===== src/rtl/cache_ctrl_pkg.sv =====
// ============================================================================
// cache_ctrl_pkg
// Shared geometry, address-field helpers and FSM encoding for the direct-mapped
// cache controller.
// Revision: 1.0
// ============================================================================
`default_nettype none

package cache_ctrl_pkg;

    localparam int ADDR_W         = 32;
    localparam int DATA_W         = 32;
    localparam int LINE_WORDS     = 4;
    localparam int INDEX_LENGTH   = 8;
    localparam int CACHE_LINE_NUM = 1 << INDEX_LENGTH;
    localparam int INDEX_W        = INDEX_LENGTH;
    localparam int WORD_W         = $clog2(LINE_WORDS);
    localparam int TAG_LENGTH     = ADDR_W - INDEX_W - WORD_W - 2;
    localparam int TAG_W          = TAG_LENGTH;

    // Controller states: request decode, line invalidate, line refill, write-through
    typedef enum logic [1:0] {
        S_IDLE   = 2'd0,
        S_INVAL  = 2'd1,
        S_REFILL = 2'd2,
        S_WRITE  = 2'd3
    } cache_state_e;

    // Address split: [1:0] byte, then word-in-line, then line index, then tag
    function automatic logic [WORD_W-1:0] addr_word(input logic [ADDR_W-1:0] a);
        return a[2 +: WORD_W];
    endfunction

    function automatic logic [INDEX_W-1:0] addr_index(input logic [ADDR_W-1:0] a);
        return a[2 + WORD_W +: INDEX_W];
    endfunction

    function automatic logic [TAG_W-1:0] addr_tag(input logic [ADDR_W-1:0] a);
        return a[ADDR_W-1 -: TAG_W];
    endfunction

endpackage

`default_nettype wire


===== src/rtl/cache_ctrl.sv =====
// ============================================================================
// cache_ctrl
// Direct-mapped cache controller: hit detection against externally held
// valid/tag/data arrays, word-by-word line refill on read miss, write-through
// without write-allocate.
// Revision: 1.0
// ============================================================================
`default_nettype none

module cache_ctrl
    import cache_ctrl_pkg::*;
(
    input  logic                clk,
    input  logic                rst,
    // CPU side
    input  logic                cpu_req,
    input  logic                cpu_we,
    input  logic [ADDR_W-1:0]   cpu_addr,
    input  logic [DATA_W-1:0]   cpu_wdata,
    output logic [DATA_W-1:0]   cpu_rdata,
    output logic                cpu_stall,
    // Memory side
    output logic                mem_req,
    output logic                mem_we,
    output logic [ADDR_W-1:0]   mem_addr,
    output logic [DATA_W-1:0]   mem_wdata,
    input  logic [DATA_W-1:0]   mem_rdata,
    input  logic                mem_ready,
    // Array side
    output logic [INDEX_W-1:0]  index,
    output logic [WORD_W-1:0]   word_sel,
    output logic                valid_w_en,
    output logic                valid_in,
    input  logic                valid_out,
    output logic                tag_w_en,
    output logic [TAG_W-1:0]    tag_in,
    input  logic [TAG_W-1:0]    tag_out,
    output logic                data_w_en,
    output logic [DATA_W-1:0]   data_in,
    input  logic [DATA_W-1:0]   data_out
);

    cache_state_e            state_q, state_d;
    logic [WORD_W-1:0]       word_cnt_q, word_cnt_d;
    logic [ADDR_W-1:2]       addr_q, addr_d;     // byte offset is never needed
    logic [DATA_W-1:0]       wdata_q, wdata_d;

    logic [ADDR_W-1:0]       lat_addr;
    logic                    hit;
    logic                    byte_off_unused;

    assign lat_addr        = {addr_q, 2'b00};
    assign byte_off_unused = ^cpu_addr[1:0];

    // Hit is only meaningful in IDLE, where the arrays are indexed by cpu_addr
    assign hit       = valid_out && (tag_out == addr_tag(cpu_addr));
    assign cpu_rdata = data_out;

    // State, refill counter and latched request; async active-low reset
    always_ff @(posedge clk or negedge rst) begin
        if (!rst) begin
            state_q    <= S_IDLE;
            word_cnt_q <= '0;
            addr_q     <= '0;
            wdata_q    <= '0;
        end else begin
            state_q    <= state_d;
            word_cnt_q <= word_cnt_d;
            addr_q     <= addr_d;
            wdata_q    <= wdata_d;
        end
    end

    // Next-state and all outputs; defaults keep every enable and mem_req low
    always_comb begin
        state_d    = state_q;
        word_cnt_d = word_cnt_q;
        addr_d     = addr_q;
        wdata_d    = wdata_q;

        cpu_stall  = 1'b0;
        mem_req    = 1'b0;
        mem_we     = 1'b0;
        mem_addr   = '0;
        mem_wdata  = '0;
        index      = addr_index(lat_addr);
        word_sel   = addr_word(lat_addr);
        valid_w_en = 1'b0;
        valid_in   = 1'b0;
        tag_w_en   = 1'b0;
        tag_in     = addr_tag(lat_addr);
        data_w_en  = 1'b0;
        data_in    = '0;

        case (state_q)
            S_IDLE: begin
                index    = addr_index(cpu_addr);
                word_sel = addr_word(cpu_addr);
                if (cpu_req) begin
                    if (cpu_we) begin
                        // Write-through: update the line now only if it is present
                        cpu_stall = 1'b1;
                        addr_d    = cpu_addr[ADDR_W-1:2];
                        wdata_d   = cpu_wdata;
                        state_d   = S_WRITE;
                        if (hit) begin
                            data_w_en = 1'b1;
                            data_in   = cpu_wdata;
                        end
                    end else if (!hit) begin
                        cpu_stall = 1'b1;
                        addr_d    = cpu_addr[ADDR_W-1:2];
                        state_d   = S_INVAL;
                    end
                end
            end

            S_INVAL: begin
                // Drop the old line first so a half-refilled line never looks valid
                cpu_stall  = 1'b1;
                valid_w_en = 1'b1;
                valid_in   = 1'b0;
                word_cnt_d = '0;
                state_d    = S_REFILL;
            end

            S_REFILL: begin
                cpu_stall = 1'b1;
                mem_req   = 1'b1;
                mem_we    = 1'b0;
                mem_addr  = {addr_tag(lat_addr), addr_index(lat_addr), word_cnt_q, 2'b00};
                word_sel  = word_cnt_q;
                if (mem_ready) begin
                    data_w_en  = 1'b1;
                    data_in    = mem_rdata;
                    word_cnt_d = word_cnt_q + 1'b1;
                    if (word_cnt_q == WORD_W'(LINE_WORDS - 1)) begin
                        tag_w_en   = 1'b1;
                        valid_w_en = 1'b1;
                        valid_in   = 1'b1;
                        state_d    = S_IDLE;
                    end
                end
            end

            S_WRITE: begin
                mem_req   = 1'b1;
                mem_we    = 1'b1;
                mem_addr  = lat_addr;
                mem_wdata = wdata_q;
                cpu_stall = !mem_ready;
                if (mem_ready) begin
                    state_d = S_IDLE;
                end
            end

            default: begin
                state_d = S_IDLE;
            end
        endcase

        // While reset is held nothing may reach memory or the arrays
        if (!rst) begin
            mem_req    = 1'b0;
            valid_w_en = 1'b0;
            tag_w_en   = 1'b0;
            data_w_en  = 1'b0;
        end
    end

endmodule

`default_nettype wire

===== config.mk =====
export PLATFORM = sky130hd
export DESIGN_NAME = cache_ctrl
export DESIGN_NICKNAME = d
export VERILOG_FILES = /design/src/rtl/cache_ctrl_pkg.sv /design/src/rtl/cache_ctrl.sv
export SDC_FILE = /design/constraint.sdc
export NUM_CORES = 1
export LEC_CHECK = 0
export CORE_AREA = 2 2 123 125
export CTS_CLUSTER_DIAMETER = 60
export CTS_CLUSTER_SIZE = 12
export DETAILED_ROUTE_END_ITERATION = 10
export DIE_AREA = 0 0 125 127
export GPL_ROUTABILITY_DRIVEN = 1
export PLACE_DENSITY_LB_ADDON = 0.2
export SLEW_MARGIN = 30
export SYNTH_ARGS = -nofsm -noshare
export SYNTH_HDL_FRONTEND = slang
export SYNTH_SLANG_ARGS = --single-unit

===== constraint.sdc =====
create_clock -name clk -period 8.6 [get_ports clk]
set_input_delay 2.58 -clock clk [delete_from_list [all_inputs] [get_ports clk]]
set_output_delay 2.58 -clock clk [all_outputs]
set_load 0.01 [all_outputs]

* Word level (Yosys, flattened, before mapping)
Cells that the tools add are included.
** Storage, ports and cells
- Bits in registers :: 66
- Bits of input ports :: 154
- Output and inout port bits :: 165
- Word-level logic and storage cells :: 65
** Cells by class
- Add/sub/neg operators :: 1
- Equal/unequal tests :: 11
- Muxes and demuxes :: 39
- Reduce and logical (&&, ||, !) cells :: 10
** Operators with widths (number)
- $mux W32 :: 5
- $pmux W32 S2 :: 2
- $mux W30 :: 2
- $eq A20 B20 Y1 :: 1
- $mux W1 :: 16
- $mux W2 :: 7
- $ne A2 B2 Y1 const B :: 5
- $mux W8 :: 1
- $pmux W2 S2 :: 2
- $pmux W2 S4 :: 1
- $eq A2 B2 Y1 const B :: 3
- $reduce_and A3 Y1 :: 2
- $reduce_and A5 Y1 :: 1
- $pmux W1 S2 :: 2
- $reduce_or A2 Y1 :: 2
- $ne A3 B3 Y1 const B :: 1
- $pmux W1 S3 :: 1
- $add A2 B1 Y2 const B :: 1
- $eq A2 B1 Y1 const B :: 1
- $logic_not A2 Y1 :: 1
- $reduce_and A2 Y1 :: 1
- $reduce_bool A2 Y1 :: 1
- $logic_and A1 B1 Y1 :: 1
- $logic_not A1 Y1 :: 1

* Longest topological paths before layout
Gate-level depths: netlist of run 1.
- Word-level depth :: 7
- Gate-level depth with buffers :: 7
- Mapped depth without buffers :: 6

* Worst setup path before layout of run 1
OpenSTA, ideal clock, no wires.
- Kind :: input to output
- Start point :: input port cpu_addr[12]
- End point :: output port data_in[13]
- Data arrival time :: 3.950 ns
- Data required time :: 6.020 ns
- Setup slack :: 2.070 ns
- Cell stages on the path :: 6
- Path buffers :: 1
- Cell sequence :: xor2_1 -> a2111oi_2 -> nand4b_1 -> nor3_2 -> buf_2 -> a22o_1
** Between the ends
- Longest elaborated chain between the ends :: 6
** Ends and longest elaborated chain
- start: declaration :: line cache_ctrl.sv:18 : input logic [ADDR_W-1:0] cpu_addr,
- $eq A20 B20 Y1 :: line cache_ctrl.sv:56 : assign hit = valid_out && (tag_out == addr_tag(cpu_addr));
- $logic_and A1 B1 Y1 :: line cache_ctrl.sv:56
- $mux W32 :: line cache_ctrl.sv:106 : if (hit) begin
- $mux W32 :: line cache_ctrl.sv:100 : if (cpu_we) begin
- $mux W32 :: line cache_ctrl.sv:99 : if (cpu_req) begin
- $pmux W32 S2 :: line cache_ctrl.sv:95 : case (state_q)
- end: declaration :: line cache_ctrl.sv:39 : output logic [DATA_W-1:0] data_in,
No other way between the ends.

* Worst setup path after layout of run 1
- Start point :: input port cpu_addr[12]
- End point :: output port data_in[31]
The elaborated chain is that of the path after synthesis.

==> results.md, run 1 <==
Final layout:
- The post-layout utilization of the core is ~48%.
- From synthesis to final layout, the design area changed by 59.9%.
- The repair_antennas step left the layout with diodes totalling 0.
- The library cell used most frequently in the layout, excluding fill and tap cells, is sky130_fd_sc_hd__clkdlybuf4s50_1.
- Leaving out fill and tap cells, the most frequent cells in the layout are 249 x sky130_fd_sc_hd__clkdlybuf4s50_1, 66 x sky130_fd_sc_hd__dfrtp_1, 41 x sky130_fd_sc_hd__mux2_2.
- The finished cells cover between 6000 and 7000 µm².
- At the end of the flow, the number of nets in the layout was 733.
- Cells with a size suffix above 1 make up 16.8% of the layout.
- The number of filler instances in the final layout is 1386.

Routing:
- Wire segments on met3 add up to between 1000 and 1500 µm in the final route.
- The met1 wire length is slightly above 5000 µm.
- Dividing the detail-routed wire length by the instance count gives roughly 17 µm.
- Dividing the detail-routed via count by the number of cells gives about 4.6.
- The met2 wire length is between 6000 and 7000 µm.
- The antenna violation net count after detailed routing is 0.
- The uppermost layer routed is met4.
- The routed layout has ~3500 vias.
- The total wirelength of the detailed-routed design is between 10000 and 15000 µm.
- In the routed design, unresolved DRC markers number 0.
- The first detailed-routing pass took 4 iterations.
- The number of design-rule violations left by the first detailed-router iteration is between 90 and 100.

Setup path:
- The element type at the critical path start is a primary input.
- The startpoint of the worst register-to-register path is state_q[0]$_DFFE_PN0P_.
- The signal arrival time at the worst endpoint is 5.34 ns.
- The worst reg2reg path depth is 4.
- The endpoint identified for the worst register-to-register timing path is addr_q[17]$_DFFE_PN0P_.
- Along the worst path, the maximum fanout reaches 33.
- The startpoint of the most critical setup path is cpu_addr[12].
- The critical path in this run is classified as in -> out.
- The setup slack on the worst flop-to-flop path is 6.20 ns.
- The type of element capturing the critical path is a primary output.
- Data on the critical path is required at its endpoint by 6.02 ns.

Timing:
- The number of failing hold endpoints at the final stage is 0.
- The time the final worst path needs with I/O delays and setup is approximately 8 ns.
- The transition time at the pin with the least slew margin is between 0.8 and 0.9 ns.
- Setup repair after global routing left no endpoint under its margin.
- The sum of negative setup slack is 0 ns.
- Clock skew on the completed layout was measured at 0.00362 ns.
- The final count of pins violating max slew is 0.
- The worst pin sits at a relative slew slack of about 45%.
- Setup violations remaining at the end of the flow were counted as 0.
- The final critical-path share of the clock period is 92.1%.
- The maximum operating frequency is about 130 MHz.

Clocking:
- TritonCTS built the clock tree.
- The TritonCTS buffer count is 9.
- The clock net sink count is 66.
- The worst-case clock buffer depth is 2.
- At the later pin of the worst-skew pair, clock insertion delay measures around 0.32 ns.
- The clock-pin slew on the worst setup and hold paths is 0.05 ns.
- The H-tree level count is 3.
- In this run, post-CTS hold repair placed 0 buffers.
- Post-CTS timing repair inserted 0 buffers for setup.
- Once the clock tree was built, the resizer swapped 0 gates to a different size.
- The clock tree root driver cell is sky130_fd_sc_hd__clkbuf_16.

Power:
- The reported net switching power is a little over 700 µW.
- Internal power comes to around 1.5 mW.
- The clock network accounts for 16.9% of the total power.
- Combinational cells account for a little under three fifths of the total power.
- Sequential cells account for a little over a quarter of the total power.
- The maximum VDD drop is between 0.00015 and 0.0002 V.
- For this design the ratio of total power to cell area is 319 nW/µm².
- In this run switching power makes up 32.6% of total power.
- Summed over all cells, the static leakage comes to between 2 and 3 nW.

Place:
- The final HPWL from detailed placement is 9960 µm.
- The number of input and output port buffers inserted is 250.
- Once placement finished, the instance area stood at between 6000 and 7000 µm².
- The final RePlAce weighted congestion is roughly 0.8.

Yosys:
- The synthesized design contains 66 register bits.
- Sequential cells were found to cover a little under two fifths of the synthesized design area.
- The average size of a mapped cell is between 10 and 15 µm².
- The number of warnings reported in the yosys synthesis log is 0.
- The synthesized netlist contains 37 unique library cells.
- Synthesis handed over a netlist of around 380 instances.
- The summed instance area of the synthesized netlist is between 4000 and 5000 µm².

Global routing:
- The total overflow left after global routing is 0.
- Entering global routing, the biggest net connects 38 pins.
- The initial antenna violation count is 0.
- The wire length of the first global-routing pass is about 21000 µm.
- The number of global-route vias before repair came to roughly 3800.
- Global routing consumed, over all layers together, around 16% of the routing resources.

Floorplan:
- The area of the core region is between 10000 and 15000 µm².
- In this run the vertical extent of the chip is around 130 µm.
- The starting density of the core is approximately 30%.
- The floorplan step defined a die boundary enclosing between 15000 and 20000 µm².
- The horizontal die dimension is 125 µm.
- After floorplanning, the core was divided into between 40 and 50 placement rows.
- For this design the top-level I/O count stands at 319.

Min path:
- Along the worst hold path, the cell count comes to 1.
- The start point of the worst hold path is wdata_q[27]$_DFFE_PN0P_.
- The worst hold-check path type is reg -> reg.
- The endpoint of the worst hold-timing path is wdata_q[27]$_DFFE_PN0P_.

Outcome:
- The run finished with clean final reports.

Run:
- The tool flagged a number of max-cap violations equal to 0.
-- critical path, stage by stage --
cell and delay, ns:
sky130_fd_sc_hd__clkdlybuf4s50_1 0.45, sky130_fd_sc_hd__xor2_1 0.18, sky130_fd_sc_hd__a2111oi_2 0.34, sky130_fd_sc_hd__nand4b_1 0.38
sky130_fd_sc_hd__nor3_4 0.24, sky130_fd_sc_hd__buf_4 0.38, sky130_fd_sc_hd__a22o_1 0.20, sky130_fd_sc_hd__clkdlybuf4s50_1 0.56
-- power groups by stage --
stage	Combinational, mW	Clock [mW]	Sequential, mW
finish	1.25	0.371	0.576
global route	1.34	0.401	0.599
CTS	1.27	0.384	0.579
detailed placement	1.26	0	0.578
global placement	1.25	0	0.572
floorplan	0.735	0	0.539
-- per-layer routing --
metal  vias up  track usage (%)
met5         -                0
met4         0             6.34
met3        33             5.74
met2       168             28.5
met1      1682             18.7
li1       1648                -
-- logic make-up after synthesis --
group,after synthesis,share of synthesized area [%]
other,1,0.0871
multiplexers,71,21.2
XOR/XNOR,20,4.07
AND/OR/NAND/NOR,90,12.8
flip-flops,66,38.4
adder cells (fa/ha/maj),5,1.45
buffers and inverters,80,12.3
AO/OA/AOI/OAI,51,9.71
-- how the worst max path moves through the flow --
stage                        endpoint  slack [ns]  cells after the start
after floorplan           data_in[13]        2.07                      6
after global placement    data_in[28]        0.69                      8
after detailed placement  data_in[28]        0.62                      8
after CTS                 data_in[28]        0.61                      8
after global routing      data_in[28]        0.49                      8
final                     data_in[31]        0.68                      8
-- cells in the mapped netlist --
cell type / n / area share (%)
sky130_fd_sc_hd__a2111oi_2: 1 / 0.35
sky130_fd_sc_hd__a21oi_1: 3 / 0.35
sky130_fd_sc_hd__a22o_1: 34 / 6.9
sky130_fd_sc_hd__a22oi_1: 2 / 0.35
sky130_fd_sc_hd__and2_1: 35 / 5.1
sky130_fd_sc_hd__and3_1: 1 / 0.15
sky130_fd_sc_hd__and4b_1: 1 / 0.23
sky130_fd_sc_hd__buf_1: 2 / 0.17
sky130_fd_sc_hd__buf_2: 3 / 0.35
sky130_fd_sc_hd__buf_4: 54 / 9.4
sky130_fd_sc_hd__buf_6: 3 / 0.78
sky130_fd_sc_hd__clkbuf_1: 15 / 1.3
sky130_fd_sc_hd__clkinv_1: 1 / 0.087
sky130_fd_sc_hd__conb_1: 1 / 0.087
sky130_fd_sc_hd__dfrtp_1: 66 / 38
sky130_fd_sc_hd__ha_1: 5 / 1.5
sky130_fd_sc_hd__inv_1: 2 / 0.17
sky130_fd_sc_hd__mux2_2: 41 / 11
sky130_fd_sc_hd__mux2_4: 30 / 10
sky130_fd_sc_hd__nand2_1: 7 / 0.61
sky130_fd_sc_hd__nand2b_1: 3 / 0.44
sky130_fd_sc_hd__nand3_1: 2 / 0.23
sky130_fd_sc_hd__nand4_1: 2 / 0.29
sky130_fd_sc_hd__nand4b_1: 1 / 0.20
sky130_fd_sc_hd__nor2_1: 2 / 0.17
sky130_fd_sc_hd__nor2b_1: 31 / 4.5
sky130_fd_sc_hd__nor3_1: 1 / 0.12
sky130_fd_sc_hd__nor3_2: 1 / 0.23
sky130_fd_sc_hd__nor4_1: 1 / 0.15
sky130_fd_sc_hd__o211a_1: 2 / 0.47
sky130_fd_sc_hd__o21a_1: 2 / 0.35
sky130_fd_sc_hd__o21ai_0: 6 / 0.70
sky130_fd_sc_hd__o311a_1: 1 / 0.23
sky130_fd_sc_hd__or3_1: 1 / 0.15
sky130_fd_sc_hd__or4_4: 1 / 0.26
sky130_fd_sc_hd__xnor2_1: 12 / 2.4
sky130_fd_sc_hd__xor2_1: 8 / 1.6
-- final cells by class --
cell class	count	area, µm²	area share (%)
clock buffers	14	264	3.84
clock inverters	2	35.0	0.509
inverters	3	11.3	0.164
multi-input cells	239	2150	31.3
flip-flops and latches	66	1650	24.0
well taps	184	230	3.35
repair buffers	255	2540	36.9
-- flip-flops by register name (all words and copies together) (netlist names) --
signal,cells
state_q,2
wdata_q,32
addr_q,30
word_cnt_q,2
-- through the flow --
stage	power (mW)	hold WS, ns	cells	setup WS, ns
after floorplan	1.27	0.471	385	2.07
after detailed placement	1.84	0.486	747	0.617
after global placement	1.82	0.481	747	0.692
final	2.19	0.496	763	0.679
after global routing	2.34	0.505	763	0.486
after CTS	2.23	0.498	763	0.611
Power figures use the tool's default switching activity.
==> run 2: changes to the inputs <==
SETUP_SLACK_MARGIN = 0.2   (was default)
==> results of run 2 <==
Final layout, timing and power as in run 1 (identical DEF).
==> run 3: changes to the inputs <==
HOLD_SLACK_MARGIN = 0.02   (was default)
==> results of run 3 <==
Final layout, timing and power as in run 1 (identical DEF).
